`src/rtl/lc3b_types.sv`:
```
// Shared LC-3b word/line types plus the L2 arbiter state and source encodings.
package lc3b_types;

  typedef logic [15:0]  lc3b_word;
  typedef logic [127:0] lc3b_line;

  typedef enum logic [1:0] {
    IDLE    = 2'd0,
    SERVE_I = 2'd1,
    SERVE_D = 2'd2,
    RECOVER = 2'd3
  } l2_arb_state_t;

  typedef enum logic {
    ARB_ICACHE = 1'b0,
    ARB_DCACHE = 1'b1
  } l2_arb_src_t;

  localparam logic OP_READ  = 1'b0;
  localparam logic OP_WRITE = 1'b1;

endpackage

```
`src/rtl/l2_arbiter_if.sv`:
```
// Bundle of the I-cache, D-cache and L2 CPU-side ports seen by the L2 arbiter.
interface l2_arbiter_if;
  import lc3b_types::*;

  logic     icache_read;
  lc3b_word icache_address;
  logic     icache_resp;
  lc3b_line icache_rdata;

  logic     dcache_read;
  logic     dcache_write;
  lc3b_word dcache_address;
  lc3b_line dcache_wdata;
  logic     dcache_resp;
  lc3b_line dcache_rdata;

  logic     l2_read;
  logic     l2_write;
  lc3b_word l2_address;
  lc3b_line l2_wdata;
  logic     l2_resp;
  lc3b_line l2_rdata;

  // slave: the arbiter; master: the L1 caches and L2 around it
  modport slave (
    input  icache_read, icache_address, dcache_read, dcache_write,
           dcache_address, dcache_wdata, l2_resp, l2_rdata,
    output icache_resp, icache_rdata, dcache_resp, dcache_rdata,
           l2_read, l2_write, l2_address, l2_wdata
  );

  modport master (
    output icache_read, icache_address, dcache_read, dcache_write,
           dcache_address, dcache_wdata, l2_resp, l2_rdata,
    input  icache_resp, icache_rdata, dcache_resp, dcache_rdata,
           l2_read, l2_write, l2_address, l2_wdata
  );

endinterface

```
`src/rtl/l2_arbiter_control.sv`:
```
// Arbiter FSM, last-grant tracking and tie-break. Round-robin ties when
// L2_ARB_ROUND_ROBIN_EN is defined, otherwise the D-cache wins every tie.
module l2_arbiter_control
  import lc3b_types::*;
(
  input  logic        clk,
  input  logic        rst,
  input  logic        icache_req,
  input  logic        dcache_req,
  input  logic        l2_resp,
  output logic        grant_load,
  output l2_arb_src_t grant_src,
  output logic        serving
);

  localparam logic [1:0] ST_IDLE    = IDLE;
  localparam logic [1:0] ST_SERVE_I = SERVE_I;
  localparam logic [1:0] ST_SERVE_D = SERVE_D;
  localparam logic [1:0] ST_RECOVER = RECOVER;

  logic [1:0]  state_reg, state_next;
  l2_arb_src_t last_grant_reg;
  l2_arb_src_t tie_src;

`ifdef L2_ARB_ROUND_ROBIN_EN
  assign tie_src = (last_grant_reg == ARB_ICACHE) ? ARB_DCACHE : ARB_ICACHE;
`else
  // Fixed priority still tracks last_grant; it just never steers a tie.
  logic unused_last_grant;
  assign unused_last_grant = last_grant_reg;
  assign tie_src = ARB_DCACHE;
`endif

  always_comb begin
    if (icache_req && dcache_req)
      grant_src = tie_src;
    else if (dcache_req)
      grant_src = ARB_DCACHE;
    else
      grant_src = ARB_ICACHE;
  end

  always_comb begin
    state_next = state_reg;
    grant_load = 1'b0;
    case (state_reg)
      ST_IDLE: begin
        if (icache_req || dcache_req) begin
          grant_load = 1'b1;
          state_next = (grant_src == ARB_DCACHE) ? ST_SERVE_D : ST_SERVE_I;
        end
      end
      ST_SERVE_I, ST_SERVE_D: begin
        if (l2_resp)
          state_next = ST_RECOVER;
      end
      ST_RECOVER: state_next = ST_IDLE;
      default:    state_next = ST_IDLE;
    endcase
  end

  assign serving = (state_reg == ST_SERVE_I) || (state_reg == ST_SERVE_D);

  always_ff @(posedge clk) begin
    if (rst) begin
      state_reg      <= ST_IDLE;
      last_grant_reg <= ARB_ICACHE;
    end else begin
      state_reg <= state_next;
      if (grant_load)
        last_grant_reg <= grant_src;
    end
  end

endmodule

```
`src/rtl/l2_arbiter.sv`:
```
// Shares the unified L2 between the I- and D-caches, one transaction at a time.
// Tie policy selected by L2_ARB_ROUND_ROBIN_EN (see l2_arbiter_control).
module l2_arbiter
  import lc3b_types::*;
(
  input logic         clk,
  input logic         rst,
  l2_arbiter_if.slave bus
);

  logic        grant_load;
  l2_arb_src_t grant_src;
  logic        serving;

  lc3b_word    addr_q;
  lc3b_line    wdata_q;
  logic        op_q;
  l2_arb_src_t src_q;

  l2_arbiter_control u_control (
    .clk        (clk),
    .rst        (rst),
    .icache_req (bus.icache_read),
    .dcache_req (bus.dcache_read | bus.dcache_write),
    .l2_resp    (bus.l2_resp),
    .grant_load (grant_load),
    .grant_src  (grant_src),
    .serving    (serving)
  );

  // Requester inputs are sampled only at grant, so later changes are ignored.
  always_ff @(posedge clk) begin
    if (rst) begin
      addr_q  <= '0;
      wdata_q <= '0;
      op_q    <= OP_READ;
      src_q   <= ARB_ICACHE;
    end else if (grant_load) begin
      src_q <= grant_src;
      if (grant_src == ARB_DCACHE) begin
        addr_q  <= bus.dcache_address;
        wdata_q <= bus.dcache_wdata;
        op_q    <= bus.dcache_write ? OP_WRITE : OP_READ;
      end else begin
        addr_q  <= bus.icache_address;
        wdata_q <= '0;
        op_q    <= OP_READ;
      end
    end
  end

  assign bus.l2_read    = serving && (op_q == OP_READ);
  assign bus.l2_write   = serving && (op_q == OP_WRITE);
  assign bus.l2_address = addr_q;
  assign bus.l2_wdata   = wdata_q;

  assign bus.icache_resp  = serving && bus.l2_resp && (src_q == ARB_ICACHE);
  assign bus.dcache_resp  = serving && bus.l2_resp && (src_q == ARB_DCACHE);
  assign bus.icache_rdata = bus.l2_rdata;
  assign bus.dcache_rdata = bus.l2_rdata;

endmodule

```
`src/flat_wrapper.sv`:
```
// flat-port wrapper written by rule: the top's interface ports become plain ports
module l2_arbiter_flat import lc3b_types::*;
  (clk, rst, bus_icache_read, bus_icache_address, bus_dcache_read, bus_dcache_write, bus_dcache_address, bus_dcache_wdata, bus_l2_resp, bus_l2_rdata, bus_icache_resp, bus_icache_rdata, bus_dcache_resp, bus_dcache_rdata, bus_l2_read, bus_l2_write, bus_l2_address, bus_l2_wdata);
  l2_arbiter_if bus_i ();
  input logic clk;
  input logic rst;
  input wire logic [$bits(bus_i.icache_read)-1:0] bus_icache_read;
  input wire logic [$bits(bus_i.icache_address)-1:0] bus_icache_address;
  input wire logic [$bits(bus_i.dcache_read)-1:0] bus_dcache_read;
  input wire logic [$bits(bus_i.dcache_write)-1:0] bus_dcache_write;
  input wire logic [$bits(bus_i.dcache_address)-1:0] bus_dcache_address;
  input wire logic [$bits(bus_i.dcache_wdata)-1:0] bus_dcache_wdata;
  input wire logic [$bits(bus_i.l2_resp)-1:0] bus_l2_resp;
  input wire logic [$bits(bus_i.l2_rdata)-1:0] bus_l2_rdata;
  output wire logic [$bits(bus_i.icache_resp)-1:0] bus_icache_resp;
  output wire logic [$bits(bus_i.icache_rdata)-1:0] bus_icache_rdata;
  output wire logic [$bits(bus_i.dcache_resp)-1:0] bus_dcache_resp;
  output wire logic [$bits(bus_i.dcache_rdata)-1:0] bus_dcache_rdata;
  output wire logic [$bits(bus_i.l2_read)-1:0] bus_l2_read;
  output wire logic [$bits(bus_i.l2_write)-1:0] bus_l2_write;
  output wire logic [$bits(bus_i.l2_address)-1:0] bus_l2_address;
  output wire logic [$bits(bus_i.l2_wdata)-1:0] bus_l2_wdata;
  assign bus_i.icache_read = bus_icache_read;
  assign bus_i.icache_address = bus_icache_address;
  assign bus_i.dcache_read = bus_dcache_read;
  assign bus_i.dcache_write = bus_dcache_write;
  assign bus_i.dcache_address = bus_dcache_address;
  assign bus_i.dcache_wdata = bus_dcache_wdata;
  assign bus_i.l2_resp = bus_l2_resp;
  assign bus_i.l2_rdata = bus_l2_rdata;
  assign bus_icache_resp = bus_i.icache_resp;
  assign bus_icache_rdata = bus_i.icache_rdata;
  assign bus_dcache_resp = bus_i.dcache_resp;
  assign bus_dcache_rdata = bus_i.dcache_rdata;
  assign bus_l2_read = bus_i.l2_read;
  assign bus_l2_write = bus_i.l2_write;
  assign bus_l2_address = bus_i.l2_address;
  assign bus_l2_wdata = bus_i.l2_wdata;
  l2_arbiter u_core (.clk(clk), .rst(rst), .bus(bus_i));
endmodule
```
`config.mk`:
```
export PLATFORM = sky130hd
export DESIGN_NAME = l2_arbiter_flat
export DESIGN_NICKNAME = d
export VERILOG_FILES = /design/src/rtl/lc3b_types.sv /design/src/rtl/l2_arbiter_if.sv /design/src/rtl/l2_arbiter_control.sv /design/src/rtl/l2_arbiter.sv /design/src/flat_wrapper.sv
export SDC_FILE = /design/constraint.sdc
export NUM_CORES = 1
export LEC_CHECK = 0
export CORE_AREA = 4 4 273 275
export CTS_CLUSTER_DIAMETER = 30
export CTS_CLUSTER_SIZE = 20
export DETAILED_ROUTE_END_ITERATION = 6
export DIE_AREA = 0 0 277 279
export SLEW_MARGIN = 20
export SYNTH_ARGS = -nofsm -noshare
export SYNTH_HDL_FRONTEND = slang
export SYNTH_SLANG_ARGS = --single-unit
```
`constraint.sdc`:
```
create_clock -name clk -period 2.1 [get_ports clk]
set_input_delay 0.21 -clock clk [delete_from_list [all_inputs] [get_ports clk]]
set_output_delay 0.21 -clock clk [all_outputs]
set_load 0.03 [all_outputs]
```
* Word-level counts from Yosys, hierarchy flattened
Index checks and enable logic that the tools add are counted.
** Word-level totals
- Output and inout bits :: 404
- Bits of input ports :: 294
- Memories :: 0
- RAM bits :: 0
- Memory bits (read-only) :: 0
- Register bits :: 148
- Word-level logic and storage cells :: 36
- Latch bits :: 0
** Operators by class
- Bitwise operators :: 3
- Shift-type cells :: 0
- Multiply operators :: 0
- Reductions and logical operators :: 11
- Magnitude comparators :: 0
- Mux-type cells :: 12
- Div/mod/pow operators :: 0
- Add/sub/neg operators :: 0
- Equal/unequal tests :: 5
** Operator list (number)
- 128-bit 2-to-1 mux :: 1
- 16-bit 2-to-1 mux :: 1
- 1-bit logical AND :: 6
- 1-bit 2-to-1 mux :: 6
- 2-bit 2-to-1 mux :: 3
- 2-bit case mux with 3 select lines :: 1
- 2-bit == test, second input constant :: 2
- 2-bit != test, second input constant :: 2
- 2-bit by 1-bit == test with 1-bit output, second input constant :: 1
- 2-bit logical NOT :: 1
- 1-bit logical OR :: 2
- 1-bit inverter :: 2
- 2-bit AND reduction :: 1
- 2-bit OR reduction :: 1
- 1-bit bitwise OR :: 1

* Logic depth before layout (Yosys ltp)
- Depth in word-level cells :: 6
- Gate-level depth with buffers :: 8
- Mapped depth without buffers :: 5

* Cells and area by module
Synthesis repeated with hierarchy kept, for this count alone.
** Unflattened totals
- Cell total of the unflattened synthesis :: 927
- Area, all modules :: 7845.0 µm²
** Modules (own cells, without submodules)
- l2_arbiter :: times used 1, area an instance 7698.6 µm², cells each 909, sequential area each 2922.8 µm²
- l2_arbiter_control :: times used 1, area an instance 146.4 µm², cells each 18, sequential area each 40.0 µm²

* Worst setup path after synthesis
Ideal clock, no wire load.
- Path type :: register to register
- Start :: register u_core.u_control.state_reg[0]
- End :: register u_core.wdata_q[100] (netlist: u_core.bus.l2_wdata[100])
- Period minus slack after synthesis :: 1486 ps
- Library setup time :: 117 ps
- Buffers on the path :: 3
- Slack :: 614 ps
- Arrival :: 1369 ps
- Cell stages (with the launch flop) :: 9
- Data required time :: 1983 ps
- Path through :: dfxtp_1 inv_1 ha_1 clkbuf_2 o21ai_0 nor2_1 buf_2 buf_2 a22o_1
** Between the ends
- Word-level cells in the longest chain between the ends :: 2
** RTL lines
- start, declared :: RTL line l2_arbiter_control.sv:21 : logic [1:0] state_reg, state_next;
- start signal, assigned :: RTL line l2_arbiter_control.sv:69 : state_reg <= state_next;
- 2-bit logical NOT :: RTL line l2_arbiter_control.sv:46 : case (state_reg)
- 1-bit 2-to-1 mux :: RTL line l2_arbiter_control.sv:46
- end signal, assigned :: RTL line l2_arbiter.sv:42 : wdata_q <= bus.dcache_wdata;
- end, declared :: RTL line l2_arbiter.sv:16 : lc3b_line wdata_q;
No other way between the ends.
A chain may end at the register's enable or synchronous reset.

* Worst setup path after layout
- Start :: register u_core.wdata_q[102] (netlist: u_core.bus.l2_wdata[102])
- End :: output bus_l2_wdata[102]
** RTL lines
- end, declared :: RTL line flat_wrapper.sv:22 : output wire logic [$bits(bus_i.l2_wdata)-1:0] bus_l2_wdata;
No word-level cell between the ends.

==> impl_metrics.tcl <==
set metrics [dict create \
    synth_edf_count 0 \
    maxCapViolations 0 \
    die-area_um2 77300 \
    p_comb_frac 0.400 \
    worstHoldStart "bus_dcache_wdata[47]" \
    yosysTopAreaCell "dfxtp_1" \
    finalHoldViolCount 0 \
    rows 99 \
    start_util 0.0934 \
    ys_ff_latch 148 \
    syn_nets 938 \
    coreArea_um2 72300 \
    cp-end-kind "primary output" \
    ff2ff_path_depth 7 \
    p_switching_mw 4.54 \
    routed_wl_um 21600 \
    slowest_delay_ns 0.88 \
    crit_path_cell_trace "clkdlybuf4s50_1" \
    rsz0062_at_grt "false" \
    antenna_found_initial 1 \
    grt_overflow 0 \
    yosysSeqAreaShare 0.439 \
    power_density_nw_per_um2 1270 \
    endpoint "bus_l2_wdata[102]" \
    firstDrtPassIters 4 \
    tritoncts "done" \
    wire_per_inst_um 13.0 \
    seqPwrFrac 0.322 \
    r2r_setup_slack_ns 0.34 \
    fin_util 0.134 \
    grt_pass1_wl_um 30900 \
    final.min_clock_period_ns 1.90 \
    syn_area_per_cell_um2 10.5 \
    worst_slew_pin_slew_ns 0.600 \
    slew_headroom 0.598 \
    grt_pass1_vias 4912 \
    htree_num_levels 4 \
    synth_ff_type "dfxtp_1" \
    vias 4626 \
    drt_iter0_markers 109 \
    avgViaCountPerCell 2.78 \
    syn_inst 643 \
    place_hpwl_um 16200 \
    path_class "reg -> out" \
    crit_start "u_core.bus.l2_wdata[102]$_SDFFE_PP0P_" \
    fill_cells 8137 \
    leakage_nw 3.38 \
    fmax_mhz 525 \
    tns_ns 0 \
    synth_area_um2 6760 \
    grt_start_max_net_pins 70 \
    synthTopCellsByCount "258 x buf_4, 148 x dfxtp_1, 128 x a22o_1" \
    path_max_fanout 2 \
    skew_ns 0.00753 \
    path_buf_inv 1 \
    dp_slack_ns 0.185 \
    synth_area_leaders "dfxtp_1 44%, buf_4 29%, a22o_1 17%" \
    die_w_um 277 \
    startpoint_type "flip-flop" \
    ir_worst_vdd_v 0.000524 \
    r2r_start "u_core.u_control.state_reg[0]$_SDFFE_PP0P_" \
    internal_power_mw 7.78 \
    cts_buffer_depth 2 \
    io_buffers 313 \
    critPathArrivalTime_ns 1.69 \
    cp.depth 1 \
    outcome "complete, no violations" \
    ctsHoldBuffers 0 \
    io_pins 698 \
    required_ns 1.89 \
    hold_class "in -> reg" \
    drive_above_1_share 0.0693 \
    power_frac_clock 0.278 \
    regArea_um2 2960 \
    synth_cell_types 25 \
    cts_sinks 148 \
    cts_made_buffers 17 \
    p_sw_frac 0.369 \
    period_share 0.907 \
    syn_to_final_growth_pct 43.2 \
    clk_pin_slew_ns 0.07 \
    setup_slack_ns 0.196 \
    synth_top_area_frac 0.439 \
    setup_viol 0 \
    clockRootBuffer "clkbuf_16" \
    final_nets 989 \
    multiInputGateArea_um2 1620 \
    cp_top_family "buffers and inverters" \
    ys_async_sr_fraction 0 \
    place.gp.congestion 0.740 \
    crit_slowest_cell "clkdlybuf4s50_1" \
    r2r_end "u_core.bus.l2_wdata[122]$_SDFFE_PP0P_" \
    yosys.cell_count.top_type "buf_4" \
    ys_warn_count 0 \
    die_h_um 279 \
    finalMaxSlewViolations 0 \
    drc_errors 0 \
    cts_setup_buffers 0 \
    grt_use_total 0.0544 \
    drt.antenna.violating_nets 0 \
    clock_latency_ns 0.46 \
    largest_reg_flops 128 \
    antennaDiodeCount 0 \
]
==> cells in the final DEF, fill, tap and decap left out, types with 2 or more instances in the layout <==
cell type        count
clkbuf_16           17
buf_12               5
dfxtp_1            148
clkinv_4             3
a22oi_1              2
inv_1                3
nor2_1               3
clkdlybuf4s50_1    309
mux2i_1             16
buf_4                4
clkbuf_8             3
nand2_1              4
nor2b_1              2
clkinv_2             2
o21ai_0             18
nor2_4               3
a21oi_1             17
clkbuf_2             4
bufinv_16            4
a22o_1             128
==> metal layers <==
metal,up-vias,global-route usage,share of wire
met1,2061,0.0493,0.34
met5,-,0.00549,0.00060
met3,102,0.0421,0.15
met2,368,0.0788,0.44
met4,2,0.0473,0.067
li1,2093,-,-
==> what timing repair did <==
action | 4_1_cts | 5_1_grt
gates resized for setup | 6 | 6
endpoints found under the hold margin | 0 | 0
endpoints found under the setup margin | 4 | 4
==> power by group through the flow <==
stage	clock network, mW	logic [mW]	registers, mW
2_1_floorplan	0	2.40	5.37
6_report	3.43	4.94	3.97
3_5_place_dp	0	5.02	4.01
4_1_cts	3.66	5.01	3.97
5_1_grt	3.73	5.22	4.06
3_3_place_gp	0	4.94	4.01
==> final cells by class <==
cell class,count,area share
timing repair buffer,322,0.335
sequential,148,0.306
multi-input combinational,202,0.167
tap,959,0.124
clock buffer,21,0.0486
clock inverter,11,0.0178
inverter,3,0.00116
==> metrics by stage <==
| step | instance area [um^2] | hold WS (ns) | total power [mW] | std cells |
|---|---|---|---|---|
| after floorplan | 6760 | 0.279 | 7.77 | 643 |
| after global placement | 9050 | 0.420 | 8.94 | 1634 |
| after detailed placement | 9050 | 0.420 | 9.03 | 1634 |
| after CTS | 9690 | 0.268 | 12.6 | 1666 |
| after global routing | 9680 | 0.285 | 13.0 | 1666 |
| final | 9680 | 0.345 | 12.3 | 1666 |
==> how the worst min path moves through the flow <==
stage	end	slack, ns	cells past startpoint
2_1_floorplan	u_core.src_q$_SDFFE_PP0P_	0.28	1
6_report	u_core.bus.l2_wdata[47]$_SDFFE_PP0P_	0.35	2
3_5_place_dp	bus_dcache_rdata[122]	0.42	0
5_1_grt	u_core.bus.l2_wdata[43]$_SDFFE_PP0P_	0.29	2
4_1_cts	u_core.bus.l2_wdata[127]$_SDFFE_PP0P_	0.27	2
3_3_place_gp	bus_dcache_rdata[122]	0.42	0
==> kinds of logic after synthesis <==
kind of cell / count (synthesis) / synth area share
simple gates: 15 / 0.0122
buf+inv: 293 / 0.323
mux: 16 / 0.0237
fa+ha+maj: 1 / 0.00185
compound gates: 170 / 0.200
flops: 148 / 0.439
(Power assumes the default switching activity.)
